### src/rtl/alu_uart_interface.sv
// Sequencing stage between the UART and the combinational ALU: gathers operand A,
// operand B and opcode bytes, captures the 9-bit result and returns it as two bytes.
module alu_uart_interface #(
    parameter int OPERAND_SIZE = 8,
    parameter int OP_CODE_SIZE = 6
) (
    input  logic                    i_clk,
    input  logic                    i_reset,
    input  logic                    i_rx_done,
    input  logic [7:0]              i_rx_data,
    input  logic                    i_tx_done,
    output logic                    o_tx_start,
    output logic [7:0]              o_tx_data,
    output logic [OPERAND_SIZE-1:0] o_dato_a,
    output logic [OPERAND_SIZE-1:0] o_dato_b,
    output logic [OP_CODE_SIZE-1:0] o_op_code,
    input  logic [OPERAND_SIZE:0]   i_resultado,
    output logic                    o_busy
);

    typedef enum logic [2:0] {
        WAIT_A, WAIT_B, WAIT_OP, COMPUTE, SEND_LO, WAIT_LO, SEND_HI, WAIT_HI
    } state_t;

    state_t state, state_next;
    logic   ld_a, ld_b, ld_op, ld_res, send_lo, send_hi;
    logic [OPERAND_SIZE:0] result;

    always_ff @(posedge i_clk or posedge i_reset) begin
        if (i_reset) state <= WAIT_A;
        else         state <= state_next;
    end

    always_comb begin
        state_next = state;
        case (state)
            WAIT_A:  if (i_rx_done) state_next = WAIT_B;
            WAIT_B:  if (i_rx_done) state_next = WAIT_OP;
            WAIT_OP: if (i_rx_done) state_next = COMPUTE;
            COMPUTE: state_next = SEND_LO;
            SEND_LO: state_next = WAIT_LO;
            WAIT_LO: if (i_tx_done) state_next = SEND_HI;
            SEND_HI: state_next = WAIT_HI;
            WAIT_HI: if (i_tx_done) state_next = WAIT_A;
            default: state_next = WAIT_A;
        endcase
    end

    always_comb begin
        ld_a    = 1'b0;
        ld_b    = 1'b0;
        ld_op   = 1'b0;
        ld_res  = 1'b0;
        send_lo = 1'b0;
        send_hi = 1'b0;
        o_busy  = 1'b1;
        case (state)
            WAIT_A:  begin ld_a  = i_rx_done; o_busy = 1'b0; end
            WAIT_B:  begin ld_b  = i_rx_done; o_busy = 1'b0; end
            WAIT_OP: begin ld_op = i_rx_done; o_busy = 1'b0; end
            COMPUTE: ld_res  = 1'b1;
            SEND_LO: send_lo = 1'b1;
            SEND_HI: send_hi = 1'b1;
            default: ;
        endcase
    end

    // Send strobes are registered, so the start pulse appears in the cycle after SEND_*.
    always_ff @(posedge i_clk or posedge i_reset) begin
        if (i_reset) begin
            o_dato_a   <= '0;
            o_dato_b   <= '0;
            o_op_code  <= '0;
            result     <= '0;
            o_tx_data  <= '0;
            o_tx_start <= 1'b0;
        end else begin
            o_tx_start <= send_lo | send_hi;
            if (ld_a)    o_dato_a  <= i_rx_data[OPERAND_SIZE-1:0];
            if (ld_b)    o_dato_b  <= i_rx_data[OPERAND_SIZE-1:0];
            if (ld_op)   o_op_code <= i_rx_data[OP_CODE_SIZE-1:0];
            if (ld_res)  result    <= i_resultado;
            if (send_lo) o_tx_data <= result[7:0];
            if (send_hi) o_tx_data <= {7'b0, result[OPERAND_SIZE]};
        end
    end

endmodule
### config.mk
export PLATFORM = sky130hd
export DESIGN_NAME = alu_uart_interface
export DESIGN_NICKNAME = d
export VERILOG_FILES = /design/src/rtl/alu_uart_interface.sv
export SDC_FILE = /design/constraint.sdc
export NUM_CORES = 1
export LEC_CHECK = 0
export ABC_AREA = 1
export CORE_ASPECT_RATIO = 0.8
export CORE_MARGIN = 2
export CORE_UTILIZATION = 25
export CTS_CLUSTER_DIAMETER = 80
export DETAILED_ROUTE_END_ITERATION = 6
export GPL_ROUTABILITY_DRIVEN = 0
export SYNTH_ARGS = -nofsm -noshare
export SYNTH_HDL_FRONTEND = slang
export SYNTH_SLANG_ARGS = --single-unit
### constraint.sdc
create_clock -name i_clk -period 1.7 [get_ports i_clk]
set_input_delay 0.34 -clock i_clk [delete_from_list [all_inputs] [get_ports i_clk]]
set_output_delay 0.34 -clock i_clk [all_outputs]
set_load 0.01 [all_outputs]
==> results.md <==
* Peak ir drop on the vdd network at approximately 0.42 mV
* Vias at 1338
* Most used routing layer in global routing: met2
* Portion of netlist area occupied by mux cells at 0
* Post-Synth XOR/XNOR Area at 0
* Most frequent cells after synthesis: sky130_fd_sc_hd__nand2_1, sky130_fd_sc_hd__dfrtp_1, sky130_fd_sc_hd__inv_1
* Layout Nets at roughly 270
* Met1 capacity usage during global routing at 0.130
* RSZ-0062 raised after global routing: no
* Normalized max-slew margin at 0.763
* Yosys Warn Count at 0
* First drt pass iteration count at 4
* Endpoints failing hold at 0
* GRT met2 Usage at 0.167
* Maximum number of pins on one net before global-route repair at 44
* Maximum fanout along the worst path at 2
* Setup crit start kind: register
* Slowest stage cell, crit path: sky130_fd_sc_hd__clkdlybuf4s50_1
* Synth area leader: sky130_fd_sc_hd__dfrtp_1
* Final non-filler cell total at between 300 and 400
* Cells after DPL at around 330
* Number of remaining DRC errors at 0
* Worst Max-Slew Pin Slew at 0.354 ns
* Final Max Slew Viols at 0
* Starting Density at 0.254
* GR Util met3 at 0.0321
* Worst Setup End Kind: output pin
* Vias per std cell at 3.99
* HPWL after detailed placement at approximately 2800 um
* Required time of the critical path at 1.36 ns
* Antenna diode count at 0
* Number of setup violations in the final report at 0
* Antenna violations before repair at 0
* Share of the synthesized area in compound gates (AO/OA/AOI/OAI) at 0.0843
* Synth cell types at 13
* Post-route clock skew at 0.00953 ns
* Yosys top cell area share at 0.625
* Total Die Area at about 7600 um2
* IO Count at 53
* Bufs and invs on worst path at 1
* Core footprint at between 6000 and 7000 um2
* Antenna-violating nets left at 0
* Clock latency on the worst-skew pair at roughly 0.28 ns
* Clk slew on worst S/H paths at 0.08 ns
* Most repeated cell in the gate-level netlist after synthesis: sky130_fd_sc_hd__nand2_1
* Simple-gate area share of the yosys netlist at 0.235
* Relative area change from synthesis to final layout at 43.0%
* CP delay by family, top: buffers and inverters
* Top cells by area in the synthesized netlist: sky130_fd_sc_hd__dfrtp_1, sky130_fd_sc_hd__nand2_1, sky130_fd_sc_hd__o21ai_0, sky130_fd_sc_hd__nand3_1, sky130_fd_sc_hd__o21ai_2
* Netlist area before placement at about 1700 um2
* Seq cells post-synth at 43
* Minimum period implied by the final worst setup slack at about 1.5 ns
* Buffer depth of the longest clock path at 2
* Total global routing overflow at 0
* Root buf cell: sky130_fd_sc_hd__clkbuf_8
* Crit-path cells: clkdlybuf4s50_1
* Seq/Total Area, Yosys at 0.625
* Static leakage power at ~1.2 nW
* Aggregate negative setup slack at 0 ns
* Number of levels in the clock H-tree at 2
* Critical Path AT at 1.20 ns
* Die Height at 78.2 um
* Number of buffers created by CTS at 5
* Vias in the first global route at around 1300
* Max-cap check violation count at 0
* Worst setup path category: register to output pin
* Initial DRC count at 40
* Result of the run: completed
* Pwr dens at 1720 nW/um2
* Share of synthesized flip-flops with an asynchronous set or reset at 1.00
* IO Port Bufs at 52
* Hold-fix buffers at CTS at 0
* Slowest cell delay on critical path at 0.54 ns
* Final Routed Wirelength at about 3700 um
* Count of standard-cell rows at 27
* Post-synth top flop: sky130_fd_sc_hd__dfrtp_1
* X dimension of the die at 96.8 um
* Routed length per instance at 11.0 um
* Clock tree from TritonCTS: done
* Synth Area in Adders at 0
* Combinational family with the most area after synthesis: simple AND/OR/NAND/NOR gates
* Net count of the mapped netlist at around 210
* Tightest Hold Check Type: primary input to asynchronous set/reset pin
* Worst hold slack after final layout at approximately 0.42 ns
* Number of instances in the synthesized netlist at about 190
* GRT Resource Usage Total at 0.103
* First-pass GRT wire length at roughly 6300 um
* Sink Count at 43
* Maximum clock frequency at roughly 0.65 GHz
* Share of cells above drive strength 1 at 0.109
* Count of flip-flops with a built-in enable after synthesis at 0
* Synthesized area divided by synthesized cell count at approximately 9 um2
* Filler cell count at 733
* Part of the cycle the worst path needs at 0.904
-- timing repair --
action,in CTS,in global routing
setup endpoints to repair,1,0
setup buffers,1,0
hold endpoints to repair,0,0
gates resized for setup,1,0
-- where the power goes --
| group | switching [W] | internal [W] |
|---|---|---|
| logic | 0.000959 | 0.000946 |
| registers | 0.000237 | 0.00148 |
| clock network | 0.000332 | 0.000281 |
-- cell usage in the layout (no fill, tap or decap), drive strengths merged --
cell type      Yosys  layout
nand2             80      80
clkdlybuf4s50      0      51
dfrtp             43      43
o21ai             23      23
inv               16      16
nand3             14      14
buf                4       7
clkbuf             1       5
nor2               4       4
clkinv             0       3
nand4              1       1
dlygate4sd2        0       1
-- final cells by class --
cell class                 count  area, um2  area share
clock buffer                   5       68.8      0.0279
clock inverter                 3       15.0     0.00610
inverter                      16       60.1      0.0244
multi-input combinational    122        549       0.223
sequential                    43       1080       0.437
tap                           87        109      0.0442
timing repair buffer          59        584       0.237
-- cells by family after synthesis --
kind of cell	count (synthesis)
AO/OA/AOI/OAI	23
buffers and inverters	21
flip-flops	43
AND/OR/NAND/NOR	99
-- sequential cells by signal, summed over array words and instances, names as in the netlist --
name / count
o_dato_a: 8
o_dato_b: 8
o_op_code: 6
o_tx_data: 8
o_tx_start: 1
result: 9
state: 3
-- stage by stage --
| stage | total power [W] | area, um2 | setup slack (ns) | utilization |
|---|---|---|---|---|
| after global placement | 0.00362 | 2370 | 0.157 | 0.349 |
| after detailed placement | 0.00367 | 2370 | 0.149 | 0.349 |
| final | 0.00423 | 2460 | 0.163 | 0.363 |
| after global routing | 0.00461 | 2460 | 0.0984 | 0.363 |
| after floorplan | 0.00270 | 1720 | 0.357 | - |
| after CTS | 0.00430 | 2460 | 0.142 | 0.363 |
-- routing by layer --
metal,share of wire,wire [um],vias to the layer above
li1,-,-,699
met1,0.48,1790,611
met2,0.46,1700,26
met3,0.047,172,2
met4,0.0095,35,0
met5,0,0,-
-- worst paths after layout --
check	startpoint	to	slack [ns]	depth (start not counted)
worst min register to register	result[1]$_DFFE_PP0N_	result[1]$_DFFE_PP0N_	0.48	2
worst max register to register	state[1]$_DFFE_PP0P_	o_tx_data[5]$_DFFE_PP0P_	0.35	7
min in group i_clk	result[1]$_DFFE_PP0N_	result[1]$_DFFE_PP0N_	0.48	2
worst min-delay path	i_reset	o_dato_b[0]$_DFFE_PP0P_	0.42	3
max in group asynchronous	i_reset	o_dato_b[6]$_DFFE_PP0P_	1.08	3
worst max-delay path	o_dato_b[4]$_DFFE_PP0P_	o_dato_b[4]	0.16	1
-- worst min-delay path, cell delays in order --
cell and delay (ns):
sky130_fd_sc_hd__clkdlybuf4s50_1 0.42, sky130_fd_sc_hd__inv_2 0.08, sky130_fd_sc_hd__buf_12 0.24
Power figures use the tool's default switching activity.
